`config.mk`:
```
export PLATFORM = sky130hd
export DESIGN_NAME = dmem_port_arbiter
export DESIGN_NICKNAME = d
export VERILOG_FILES = /design/src/rtl/dmem_port_arbiter.sv
export SDC_FILE = /design/constraint.sdc
export NUM_CORES = 1
export LEC_CHECK = 0
export ABC_CLOCK_PERIOD_IN_PS = 1900
export CAP_MARGIN = 10
export CELL_PAD_IN_SITES_DETAIL_PLACEMENT = 2
export CELL_PAD_IN_SITES_GLOBAL_PLACEMENT = 2
export CORE_UTILIZATION = 10
export CTS_CLUSTER_SIZE = 25
export DETAILED_ROUTE_END_ITERATION = 16
export MAX_ROUTING_LAYER = met4
export PLACE_DENSITY_LB_ADDON = 0.1
export RECOVER_POWER = 100
export REMOVE_ABC_BUFFERS = 1
export SLEW_MARGIN = 30
export SYNTH_ARGS = -nofsm -noshare
export SYNTH_HDL_FRONTEND = slang
export SYNTH_SLANG_ARGS = --single-unit
```
`constraint.sdc`:
```
create_clock -name CLK -period 1.9 [get_ports CLK]
set_input_delay 0.285 -clock CLK [delete_from_list [all_inputs] [get_ports CLK]]
set_output_delay 0.285 -clock CLK [all_outputs]
set_load 0.1 [all_outputs]
```
`src/rtl/dmem_port_arbiter.sv`:
```
// ----------------------------------------------------------------------------
// dmem_port_arbiter
//
// Shares one single-port synchronous data RAM between three requesters:
//   - CPU load/store path     (fixed priority over the other two)
//   - video fetch path        (read-only; starvation counter forces a slot)
//   - keyboard loader         (round-robin with video)
//
// At most one requester is granted per cycle. The RAM command is a mux of the
// winner's fields, and read data is returned one cycle later together with a
// one-hot owner tag (*_rvalid).
//
// Ports
//   CLK, reset                  clock, synchronous active-high reset
//   cpu_req/we/adr/wd -> cpu_gnt, cpu_rvalid
//   vid_req/adr       -> vid_gnt, vid_rvalid
//   kb_req/we/adr/wd  -> kb_gnt,  kb_rvalid
//   rdata                       read return (pass-through of mem_rd)
//   mem_en/we/adr/wd            RAM command, mem_rd RAM read data
// ----------------------------------------------------------------------------
module dmem_port_arbiter #(
    parameter int unsigned AW         = 32,
    parameter int unsigned DW         = 32,
    // Consecutive denied video cycles after which video outranks CPU (1..15)
    parameter int unsigned VID_STARVE = 4
) (
    input  logic          CLK,
    input  logic          reset,

    input  logic          cpu_req,
    input  logic          cpu_we,
    input  logic [AW-1:0] cpu_adr,
    input  logic [DW-1:0] cpu_wd,
    output logic          cpu_gnt,
    output logic          cpu_rvalid,

    input  logic          vid_req,
    input  logic [AW-1:0] vid_adr,
    output logic          vid_gnt,
    output logic          vid_rvalid,

    input  logic          kb_req,
    input  logic          kb_we,
    input  logic [AW-1:0] kb_adr,
    input  logic [DW-1:0] kb_wd,
    output logic          kb_gnt,
    output logic          kb_rvalid,

    output logic [DW-1:0] rdata,

    output logic          mem_en,
    output logic          mem_we,
    output logic [AW-1:0] mem_adr,
    output logic [DW-1:0] mem_wd,
    input  logic [DW-1:0] mem_rd
);

    // Which of video/keyboard was served last in the round-robin pair.
    typedef enum logic {
        RrVid = 1'b0,
        RrKb  = 1'b1
    } rr_e;

    localparam logic [3:0] StarveLimit = 4'(VID_STARVE);

    logic [3:0] vid_wait_q, vid_wait_d;
    rr_e        rr_last_q,  rr_last_d;
    // Read owner one-hot: [0] cpu, [1] vid, [2] kb
    logic [2:0] owner_q,    owner_d;

    logic       vid_starved;
    logic       cpu_win, vid_win, kb_win;

    // ------------------------------------------------------------------------
    // Grant selection. Reset masks every grant so no RAM command escapes
    // during the reset cycle.
    // ------------------------------------------------------------------------
    always_comb begin
        cpu_win     = 1'b0;
        vid_win     = 1'b0;
        kb_win      = 1'b0;
        vid_starved = vid_req && (vid_wait_q == StarveLimit);

        if (!reset) begin
            if (vid_starved) begin
                vid_win = 1'b1;
            end else if (cpu_req) begin
                cpu_win = 1'b1;
            end else if (vid_req && kb_req) begin
                // The contender that was not served last goes first.
                if (rr_last_q == RrKb) begin
                    vid_win = 1'b1;
                end else begin
                    kb_win = 1'b1;
                end
            end else if (vid_req) begin
                vid_win = 1'b1;
            end else if (kb_req) begin
                kb_win = 1'b1;
            end
        end
    end

    assign cpu_gnt = cpu_win;
    assign vid_gnt = vid_win;
    assign kb_gnt  = kb_win;

    // ------------------------------------------------------------------------
    // RAM command mux. Idle bus is driven to zero; video never writes.
    // ------------------------------------------------------------------------
    always_comb begin
        mem_en  = 1'b0;
        mem_we  = 1'b0;
        mem_adr = '0;
        mem_wd  = '0;

        if (cpu_win) begin
            mem_en  = 1'b1;
            mem_we  = cpu_we;
            mem_adr = cpu_adr;
            mem_wd  = cpu_wd;
        end else if (vid_win) begin
            mem_en  = 1'b1;
            mem_adr = vid_adr;
        end else if (kb_win) begin
            mem_en  = 1'b1;
            mem_we  = kb_we;
            mem_adr = kb_adr;
            mem_wd  = kb_wd;
        end
    end

    // ------------------------------------------------------------------------
    // Next-state logic
    // ------------------------------------------------------------------------
    always_comb begin
        // Starvation counter: counts consecutive denied video cycles and
        // saturates at the limit; any grant or idle cycle clears it.
        vid_wait_d = 4'd0;
        if (vid_req && !vid_win) begin
            if (vid_wait_q >= StarveLimit) begin
                vid_wait_d = StarveLimit;
            end else begin
                vid_wait_d = vid_wait_q + 4'd1;
            end
        end

        // CPU grants leave the round-robin pointer untouched.
        rr_last_d = rr_last_q;
        if (vid_win) begin
            rr_last_d = RrVid;
        end else if (kb_win) begin
            rr_last_d = RrKb;
        end

        // Only reads return data, so writes never tag an owner.
        owner_d = {kb_win & ~kb_we, vid_win, cpu_win & ~cpu_we};
    end

    always_ff @(posedge CLK) begin
        if (reset) begin
            vid_wait_q <= 4'd0;
            rr_last_q  <= RrKb;
            owner_q    <= 3'b000;
        end else begin
            vid_wait_q <= vid_wait_d;
            rr_last_q  <= rr_last_d;
            owner_q    <= owner_d;
        end
    end

    // Owner tag is registered, so a read granted just before reset still
    // reports its data in the reset cycle.
    assign cpu_rvalid = owner_q[0];
    assign vid_rvalid = owner_q[1];
    assign kb_rvalid  = owner_q[2];
    assign rdata      = mem_rd;

endmodule

```
==> metrics.md, run 1 <==
| Metric | Value |
|---|---|
| Count of cell types in the netlist | 28 |
| Std cell rows | 45 |
| Final non-filler cell total | around 660 |
| Clock transition at the registers of the reported paths | 0.04 ns |
| Initial DRC count | 49 |
| Register area share after synthesis | approximately a tenth |
| Worst-path maximum fanout | 7 |
| Adder-cell share of the synthesized area | ~1.6% |
| Worst path required time | ~1.6 ns |
| Filler cells | 1658 |
| CTS Buffer Depth | 2 |
| Die X | between 100 and 150 um |
| Final period util | 129% |
| Layout area overhead | 255% |
| Later-pin clock latency in the skew report | around 0.23 ns |
| Hold_sp | vid_wait_q[0]$_SDFF_PP0_ |
| CTS sink cnt | 8 |
| Minimum clock period | ~2.5 ns |
| WHS Endpoint | vid_wait_q[0]$_SDFF_PP0_ |
| Post-synthesis compound-gate area fraction | 48.7% |
| Final setup violation count | 69 |
| Cts hold-fix bufs | 0 |
| Final WS setup | -0.558 ns |
| Logic gate share of total power | 80.0% |
| Largest net degree at the start of global routing | 32 |
| Synth area leader | a22o_1 |
| Vias per inst | approximately 4.2 |
| Sw Pwr | around 1.3 mW |
| Cts bufs inserted | 3 |
| Switching share of power | a little under half |
| CP Cell Sequence | inv_2, ha_4, and4b_4, a2111oi_4, buf_6, buf_12, buf_12, a32oi_2, a21oi_2, buf_12 |
| Die area | approximately 17000 um2 |
| Worst Tran Pin Value | roughly 0.55 ns |
| Final WL | 14800 um |
| Post-route ant nets | 0 |
| Worst reg2reg path startpoint | vid_wait_q[1]$_SDFF_PP0_ |
| Crit path max-delay cell type | dfxtp_2 |
| Reg power frac | around 6.8% |
| Max cap viols | 0 |
| Pwr dens | approximately 470 nW/um2 |
| Reg2reg setup slack | around 0.12 ns |
| RSZ-0062 raised after global routing | true |
| Port bufs | around 240 |
| Clock skew | about 0.0028 ns |
| Syn avg cell area | just over 7 um2 |
| Overflow after GRT | 0 |
| CTS root buf | clkbuf_16 |
| Worst setup SP type | flip-flop |
| Io pins | 303 |
| Clock group share of total power | between 10% and 20% |
| CP Class | flip-flop to output port |
| Post-Synthesis Cell Area | roughly 1600 um2 |
| Xor/xnor cell area share of the yosys netlist | 0% |
| Post-Syn Instances | roughly 220 |
| Largest family of logic cells by synthesized area | compound AO/OA/AOI/OAI gates |
| Routed wire per std cell | 22.2 um |
| NumNets Final | 656 |
| Largest stage delay, worst path | about 0.33 ns |
| Syn. warnings | 0 |
| Final Hold Fails | 0 |
| Dpl ws | -0.668 ns |
| Pins Over Slew Limit | 0 |
| Cell Count Post-Placement | ~640 |
| #FFs+latches synth | 8 |
| Worst path depth | 10 |
| Failing checks | negative setup slack |
| Hold Crit Class | flip-flop to flip-flop |
| Simple-Gate Fraction of Synth Area | between 10 and 15% |
| Hold path depth | 2 |
| CTS tree | done |
| Mux cell area share after synthesis | 0% |
| CTS HTree Levels | 1 |
| Initial Util | between 10% and 20% |
| Vias in the first global route | around 3200 |
| Die Y | 129 um |
| Slew HR | ~64% |
| Worst path top cell family by delay | buffers and inverters |
| Antenna cells | 0 |
| FF-to-FF path depth | 10 |
| First-pass GRT wire length | between 20000 and 25000 um |
| Core Area | 15400 um2 |
| Static leakage | roughly 2.2 nW |
| Setup crit end kind | output port |
| Fmax achieved | 0.407 GHz |
| Total GRT Usage | about 18% |
| Synth top area share | a little under a fifth |
| Final HPWL DP | 11700 um |
| DRC violations left | 0 |
| Via count | about 2800 |
| GP Congestion | a little over 0.7 |
| Layout cells sized above 1 | between 40% and 50% |
| Int Pwr | around 1.4 mW |
| Status | complete, but fails checks |
| Ranking of synthesized cells by area | a22o_1, a32oi_1, buf_4 |
| Most used cell, CP | buf_12 |
| Crit path DAT | 2.17 ns |
| CP Buf/Inv Count | 5 |
| DR pass1 iterations | 4 |
| Max VDD drop | around 0.31 mV |
| Reg-to-Reg End | vid_wait_q[1]$_SDFF_PP0_ |
| Initial antenna violation count | 0 |
[metrics by stage]
step / setup TNS (ns) / power [mW] / hold WS (ns) / area (um2) / utilization [%]
2_1_floorplan: -215.94 / 1.16 / 0.357 / 1210 / -
3_3_place_gp: -38.16 / 2.14 / 0.489 / 4880 / 31.6
3_5_place_dp: -40.15 / 2.15 / 0.510 / 4880 / 31.6
4_1_cts: -32.87 / 2.68 / 0.523 / 5630 / 36.5
5_1_grt: -37.14 / 2.77 / 0.539 / 5680 / 36.8
6_report: -30.49 / 2.68 / 0.517 / 5680 / 36.8
[cells in the mapped netlist]
library cell  number
nor3_1             1
o21ai_1            1
buf_6              4
a22o_1            33
a32oi_1           32
buf_2              4
nand3_1            1
nor4_1             1
nor2b_1            2
clkbuf_1           8
nand2b_1           3
o31ai_1            1
a21oi_1           33
a2111oi_4          1
or3_1              1
buf_8              2
buf_1              4
and4b_4            1
buf_4             33
conb_1             1
nand4b_1           1
inv_2              2
and2_1             4
ha_1               2
dfxtp_1            8
nor2_1            34
inv_1              2
o21ai_0            1
[cells by family (layout without fill, tap and decap cells)]
| group | after synthesis | count (layout) |
|---|---|---|
| AOI/OAI and AO/OA | 102 | 102 |
| buffers and inverters | 59 | 291 |
| and+or+nand+nor | 49 | 49 |
| DFF | 8 | 8 |
| adders and majority gates | 2 | 2 |
| other | 1 | 1 |
[state kept, by name, indices dropped and copies added (netlist names)]
| name | flops |
|---|---|
| rr_last_q | 1 |
| owner_q | 3 |
| vid_wait_q | 4 |
[per-layer routing]
layer / global-route usage [%] / vias up / share of wire, %
li1: - / 1289 / -
met2: 31.2 / 152 / 52
met5: - / - / 0
met4: 2.28 / 0 / 1.4
met1: 19.3 / 1335 / 36
met3: 7.90 / 14 / 11
[power by group through the flow]
stage	clock (mW)	combinational [mW]	sequential, mW
after global placement	0	1.96	0.184
final	0.352	2.14	0.183
after global routing	0.370	2.21	0.184
after detailed placement	0	1.97	0.184
after CTS	0.362	2.14	0.182
after floorplan	0	0.958	0.200
[worst min-delay path, stage by stage, from the launching register on]
cell	delay (ns)
dfxtp_2	0.32
inv_2	0.06
and2_1	0.11
[cells in the final DEF, fill, tap and decap left out, types with 2 or more instances in the layout]
cell and count:
inv_2 3, clkbuf_2 3, clkbuf_16 3, dfxtp_1 6
buf_4 16, buf_16 4, clkdlybuf4s50_1 165, a21oi_2 32
buf_6 9, buf_12 83, clkbuf_1 2, nand2b_4 2
and2_1 3, a32oi_2 6, a22o_4 23, nor2_1 34
dfxtp_2 2, a22o_1 10, a32oi_1 26
[cell type report]
| type | instances | area (um2) | share of cell area (%) |
|---|---|---|---|
| Clock buffer | 3 | 75.1 | 1.32 |
| Inverter | 4 | 20.0 | 0.352 |
| Multi-Input combinational cell | 154 | 1470 | 25.9 |
| Sequential cell | 8 | 163 | 2.86 |
| Tap cell | 211 | 264 | 4.65 |
| Timing Repair Buffer | 284 | 3690 | 64.9 |
[worst max-delay path by stage]
stage / startpoint / slack, ns / endpoint
after global placement: vid_req / -0.63 / mem_adr[11]
after floorplan: vid_wait_q[0]$_SDFF_PP0_ / -3.50 / mem_adr[0]
after CTS: vid_wait_q[1]$_SDFF_PP0_ / -0.57 / mem_adr[18]
after global routing: vid_wait_q[1]$_SDFF_PP0_ / -0.65 / mem_adr[18]
after detailed placement: vid_req / -0.67 / mem_adr[1]
final: vid_wait_q[1]$_SDFF_PP0_ / -0.56 / mem_adr[15]
[timing repair]
action | in CTS | in global routing
endpoints found under the setup margin | 69 | 69
cloned | 6 | 0
setup buffers | 15 | 0
resized for setup | 81 | 16
pin swaps | 44 | 8
No activity file was read; power rests on OpenSTA's default activity.
==> run 2: changes to the inputs <==
CORE_ASPECT_RATIO = 1.4   (was unset)
CTS_CLUSTER_SIZE = 16   (was 25)
==> metrics.md, run 2 (same netlist as run 1, synthesis figures left out) <==
| Metric | Value |
|---|---|
| Largest net degree at the start of global routing | 27 (-16%) |
| Static leakage | 2.27 nW (+3.5%) |
| Die X | 109 um (-15%) |
| Via count | 2890 (+3.6%) |
| Worst setup SP type | flip-flop |
| Most common cell after layout, fill and taps aside | clkdlybuf4s50_1 |
| Worst-path maximum fanout | 6 (-1) |
| Core Area | 15600 um2 (+1.2%) |
| Pins Over Slew Limit | 0 (unchanged) |
| RSZ-0062 raised after global routing | true |
| Failing checks | negative setup slack |
| FF-to-FF path depth | 8 (-2) |
| DRC violations left | 0 (unchanged) |
| Vias per inst | 4.35 (+3.4%) |
| Initial DRC count | 65 (+33%) |
| Largest register FFs | 4 (unchanged) |
| Io pins | 303 (unchanged) |
| Crit path DAT | 2.22 ns (+0.05 ns) |
| Layout cells sized above 1 | 45.1% (+1.8 points) |
| Layout area overhead | 262% |
| Routing usage on met2 | 34.1% (+2.9 points) |
| CTS root buf | clkbuf_16 |
| Overflow after GRT | 0 (unchanged) |
| CTS tree | done |
| Pwr dens | 465 nW/um2 (-1.3%) |
| Worst reg2reg path startpoint | vid_wait_q[0]$_SDFF_PP0_ |
| CTS sink cnt | 8 (unchanged) |
| Fmax achieved | 0.399 GHz (-1.9%) |
| Total GRT Usage | 17.2% (-0.81 points) |
| Initial antenna violation count | 1 (+1) |
| DR pass1 iterations | 4 (unchanged) |
| Setup crit end kind | output port |
| Worst path required time | 1.62 ns (about the same) |
| Std cell rows | 54 (+20%) |
| Final WL | 15200 um (+3.0%) |
| Top Usage Layer GRT | met2 |
| Hold Crit Class | flip-flop to flip-flop |
| Later-pin clock latency in the skew report | 0.23 ns (about the same) |
| Cell Count Post-Placement | 635 (-1.2%) |
| Die Y | 152 um (+18%) |
| Die area | 16500 um2 (about the same) |
| Port bufs | 238 (unchanged) |
| Final HPWL DP | 11800 um (+1.1%) |
| Status | complete, but fails checks |
| Final WS setup | -0.606 ns (-0.0483 ns) |
| Hold Slack | 0.542 ns (+0.0245 ns) |
| Hold_sp | vid_wait_q[0]$_SDFF_PP0_ |
| Max cap viols | 0 (unchanged) |
| Minimum clock period | 2.51 ns (+0.0483 ns) |
| Biggest regs | vid_wait_q (4), owner_q (3), rr_last_q (1) |
| First-pass GRT wire length | 20000 um (-4.6%) |
| GR met1 Demand/Resource | 15.6% (-3.7 points) |
| Worst Tran Pin Value | 0.559 ns (+0.00999 ns) |
| Total power | 2.69 mW (+0.61%) |
| CTS HTree Levels | 1 (unchanged) |
| WHS Endpoint | vid_wait_q[0]$_SDFF_PP0_ |
| Final non-filler cell total | 665 (+0.15%) |
| Final setup violation count | 69 (unchanged) |
| Cts bufs inserted | 3 (unchanged) |
| Reg2reg setup slack | 0.09 ns (-0.03 ns) |
| Routed wire per std cell | 22.9 um (+2.9%) |
| Most flop-heavy register | vid_wait_q |
| GP Congestion | 0.670 (-7.3%) |
| Clock skew | 0.000644 ns (-0.00212 ns) |
| Max VDD drop | 0.205 mV (-34%) |
| Post-route ant nets | 0 (unchanged) |
| Most frequent cells in the layout | clkdlybuf4s50_1, buf_12, nor2_1 |
| Cts hold-fix bufs | 0 (unchanged) |
| NumNets Final | 671 (+2.3%) |
| Slew HR | 62.9% (-0.66 points) |
| Final Hold Fails | 0 (unchanged) |
| Vias in the first global route | 3269 (+1.7%) |
| Clock transition at the registers of the reported paths | 0.04 ns (about the same) |
| Initial Util | 10.3% (-0.12 points) |
| CP Class | flip-flop to output port |
| Grt met3 use | 6.16% (-1.7 points) |
| Reg-to-Reg End | owner_q[2]$_SDFF_PP0_ |
| Filler cells | 1673 (+0.90%) |
| Hold path depth | 2 (unchanged) |
| CTS Buffer Depth | 2 (unchanged) |
| Final period util | 132% (+2.5 points) |
==> run 2: changes by cell type in the layout (fill, tap and decap cells not counted), moves of 2 or more <==
cell / previous run / this run
clkbuf_1: 2 / 0
buf_16: 4 / 2
a22o_4: 23 / 16
a32oi_1: 26 / 22
a32oi_2: 6 / 10
clkbuf_16: 3 / 5
buf_4: 16 / 21
buf_6: 9 / 21
a22o_1: 10 / 17
==> run 2: routing by layer <==
layer,wire length [um],vias to the layer above
met5,0,-
met3,1570,6
met2,8960,191
met4,130,0
met1,4540,1377
li1,-,1316
==> run 2: what timing repair did <==
action,4_1_cts,5_1_grt
setup buffers,12,11
pin swaps,44,24
gates cloned,3,2
resized for setup,70,41
endpoints found under the setup margin,69,71
hold endpoints to repair,0,0
==> run 2: area by class of cell <==
class                   instances  area, um2  area share, %
flip-flops and latches          8        163           2.81
multi-input cells             154       1430           24.8
clock buffers                   3       75.1           1.30
well taps                     196        245           4.24
repair buffers                299       3850           66.5
inverters                       4       22.5          0.389
diodes                          1       2.50         0.0432
==> run 2: metrics by stage <==
step / cell area [um2] / worst slack [ns] / utilization [%] / setup TNS [ns]
after floorplan: 1210 / -3.50 / - / -215.94
after global placement: 4910 / -0.613 / 31.5 / -36.50
after detailed placement: 4910 / -0.655 / 31.5 / -39.05
after CTS: 5420 / -0.548 / 34.7 / -34.25
after global routing: 5790 / -0.697 / 37.1 / -44.15
final: 5790 / -0.606 / 37.1 / -38.11
==> run 2: worst max-delay path: stages (launching register included) <==
cell	delay [ns]
dfxtp_2	0.33
inv_2	0.05
ha_4	0.15
and4b_4	0.22
a2111oi_4	0.38
buf_4	0.23
clkbuf_16	0.16
a32oi_2	0.06
a21oi_2	0.21
buf_12	0.19
==> run 2: power breakdown <==
part | internal, mW | switching [mW]
registers | 0.176 | 0.00719
logic | 0.965 | 1.19
clock network | 0.271 | 0.0785
total | 1.41 | 1.28
==> run 2: worst max-delay path by stage <==
stage | from | endpoint | depth (start not counted)
2_1_floorplan | vid_wait_q[0]$_SDFF_PP0_ | mem_adr[0] | 6
3_3_place_gp | vid_req | mem_adr[13] | 7
3_5_place_dp | vid_req | mem_adr[31] | 7
4_1_cts | vid_wait_q[0]$_SDFF_PP0_ | mem_adr[6] | 9
5_1_grt | vid_wait_q[0]$_SDFF_PP0_ | mem_adr[31] | 9
6_report | vid_wait_q[0]$_SDFF_PP0_ | mem_adr[20] | 9
==> run 3: changes to the inputs <==
PLACE_DENSITY = 0.95   (was unset)
PLACE_DENSITY_LB_ADDON = unset   (was 0.1)
==> metrics.md, run 3 (same netlist as run 1, synthesis figures left out) <==
| Metric | Value |
|---|---|
| Clock skew | 0.00281 ns (+0.00217 ns) |
| First-pass GRT wire length | 23100 um (+15%) |
| Worst setup SP type | flip-flop |
| Crit path DAT | 2.19 ns (-0.03 ns) |
| Final Hold Fails | 0 (unchanged) |
| Vias in the first global route | 3648 (+12%) |
| Layout area overhead | 273% |
| Post-route ant nets | 0 (unchanged) |
| Static leakage | 2.37 nW (+4.5%) |
| Initial antenna violation count | 0 (-1) |
| RSZ-0062 raised after global routing | true |
| Minimum clock period | 2.47 ns (-0.0346 ns) |
| Io pins | 303 (unchanged) |
| Final Util | 38.3% (+1.2 points) |
| Die area | 16500 um2 (unchanged) |
| Hold Crit Class | flip-flop to flip-flop |
| Reg2reg setup slack | 0.08 ns (about the same) |
| Largest register FFs | 4 (unchanged) |
| Core Area | 15600 um2 (unchanged) |
| Cell Count Post-Placement | 630 (-0.79%) |
| Die X | 109 um (unchanged) |
| Vias per inst | 4.61 (+6.0%) |
| DR pass1 iterations | 4 (unchanged) |
| Total power | 2.81 mW (+4.3%) |
| Later-pin clock latency in the skew report | 0.23 ns (about the same) |
| Placed cell areas | 4830 um2 (-1.8%) |
| Crit path max-delay cell type | dfxtp_2 |
| Fmax achieved | 0.405 GHz (+1.4%) |
| Initial Util | 10.3% (unchanged) |
| FF-to-FF path depth | 10 (+2) |
| CP Cell Sequence | inv_2, ha_4, and4b_4, a2111oi_4, buf_4, buf_8, buf_12, a32oi_2, a21oi_2, buf_12 |
| Via count | 3059 (+5.8%) |
| Die Y | 152 um (unchanged) |
| Worst-path maximum fanout | 8 (+2) |
| CTS Buffer Depth | 2 (unchanged) |
| Pins Over Slew Limit | 0 (unchanged) |
| Total GRT Usage | 19.9% (+2.7 points) |
| Final WS setup | -0.571 ns (+0.0346 ns) |
| Clock transition at the registers of the reported paths | 0.04 ns (about the same) |
| Most common cell after layout, fill and taps aside | clkdlybuf4s50_1 |
| Design area | 5980 um2 (+3.2%) |
| Failing checks | negative setup slack |
| CP Class | flip-flop to output port |
| Max cap viols | 0 (unchanged) |
| Most used cell, CP | buf_12 |
| Most flop-heavy register | vid_wait_q |
| Register area | 164 um2 (+0.77%) |
| Largest stage delay, worst path | 0.33 ns (-0.05 ns) |
| Layout cells sized above 1 | 47.4% (+2.4 points) |
| Antenna cells | 0 (-1) |
| Cts bufs inserted | 3 (unchanged) |
| Routed wire per std cell | 25.5 um (+12%) |
| Status | complete, but fails checks |
| Std cell rows | 54 (unchanged) |
| Cts hold-fix bufs | 0 (unchanged) |
| NumNets Final | 671 (unchanged) |
| Final WL | 16900 um (+11%) |
| Final period util | 130% (-1.8 points) |
| CP endpoint | mem_adr[10] |
| Reg-to-Reg End | owner_q[2]$_SDFF_PP0_ |
| Filler cells | 1576 (-5.8%) |
| GP Congestion | 0.801 (+20%) |
| Overflow after GRT | 0 (unchanged) |
| Multi-input combinational cell area | 1540 um2 (+7.2%) |
| CTS HTree Levels | 1 (unchanged) |
| Initial DRC count | 56 (-14%) |
| Final setup violation count | 69 (unchanged) |
| Port bufs | 238 (unchanged) |
| CTS sink cnt | 8 (unchanged) |
| Final non-filler cell total | 664 (-0.15%) |
| Worst reg2reg path startpoint | vid_wait_q[0]$_SDFF_PP0_ |
| Most frequent cells in the layout | clkdlybuf4s50_1, buf_12, nor2_1 |
| Final HPWL DP | 11600 um (-1.8%) |
| DRC violations left | 0 (unchanged) |
| CP startpoint | vid_wait_q[0]$_SDFF_PP0_ |
| Setup tns final | -33.21 ns (+4.90 ns) |
| Largest net degree at the start of global routing | 29 (+7.4%) |
| CTS tree | done |
| Worst path required time | 1.62 ns (about the same) |
| Pwr dens | 470 nW/um2 (+1.1%) |
| Biggest regs | vid_wait_q (4), owner_q (3), rr_last_q (1) |
| Setup crit end kind | output port |
| Max VDD drop | 0.238 mV (+16%) |
| CTS root buf | clkbuf_16 |
## run 3: critical path, delay by kind of cell, from the launching register on
kind                     cells  cell delay, ns
buffers and inverters        5            0.71
AO/OA/AOI/OAI                3            0.54
flip-flops                   1            0.33
AND/OR/NAND/NOR              1            0.19
adder cells (fa/ha/maj)      1            0.16
## run 3: final cells by class
| type | instances | area share [%] |
|---|---|---|
| Clock buffer | 3 | 1.26 |
| Inverter | 4 | 0.377 |
| Multi-Input combinational cell | 154 | 25.7 |
| Sequential cell | 8 | 2.74 |
| Tap cell | 196 | 4.10 |
| Timing Repair Buffer | 299 | 65.8 |
## run 3: how the worst min path moves through the flow
stage                                   startpoint                  endpoint  slack [ns]  cells after the start
after floorplan                              kb_we     owner_q[2]$_SDFF_PP0_        0.36                      1
after global routing      vid_wait_q[0]$_SDFF_PP0_  vid_wait_q[0]$_SDFF_PP0_        0.55                      2
after detailed placement  vid_wait_q[0]$_SDFF_PP0_  vid_wait_q[0]$_SDFF_PP0_        0.51                      2
final                     vid_wait_q[0]$_SDFF_PP0_  vid_wait_q[0]$_SDFF_PP0_        0.53                      2
after CTS                 vid_wait_q[0]$_SDFF_PP0_  vid_wait_q[0]$_SDFF_PP0_        0.53                      2
after global placement    vid_wait_q[0]$_SDFF_PP0_  vid_wait_q[0]$_SDFF_PP0_        0.49                      2
## run 3: repair_timing
action,in CTS,in global routing
buffers inserted,21,1
pin swaps,34,10
cloned,10,0
endpoints found under the setup margin,69,70
gates resized for setup,112,13
## run 3: report_power, final
group	switching, mW	internal [mW]	total, mW
combinational	1.25	1.01	2.26
sequential	0.00649	0.176	0.183
clock	0.0924	0.272	0.365
total	1.35	1.46	2.81
## run 3: through the flow
stage,hold slack (ns),worst slack [ns]
after CTS,0.528,-0.528
after global routing,0.549,-0.661
after detailed placement,0.510,-0.722
final,0.533,-0.571
after floorplan,0.357,-3.50
after global placement,0.488,-0.574
## run 3: metal layers
| layer | vias up | part of all wire, % | track usage [%] | routed length (um) |
|---|---|---|---|---|
| met3 | 23 | 11 | 6.72 | 1860 |
| met5 | - | 0 | - | 0 |
| li1 | 1323 | - | - | - |
| met4 | 0 | 2.3 | 4.19 | 398 |
| met1 | 1454 | 32 | 18.4 | 5470 |
| met2 | 259 | 54 | 38.6 | 9210 |
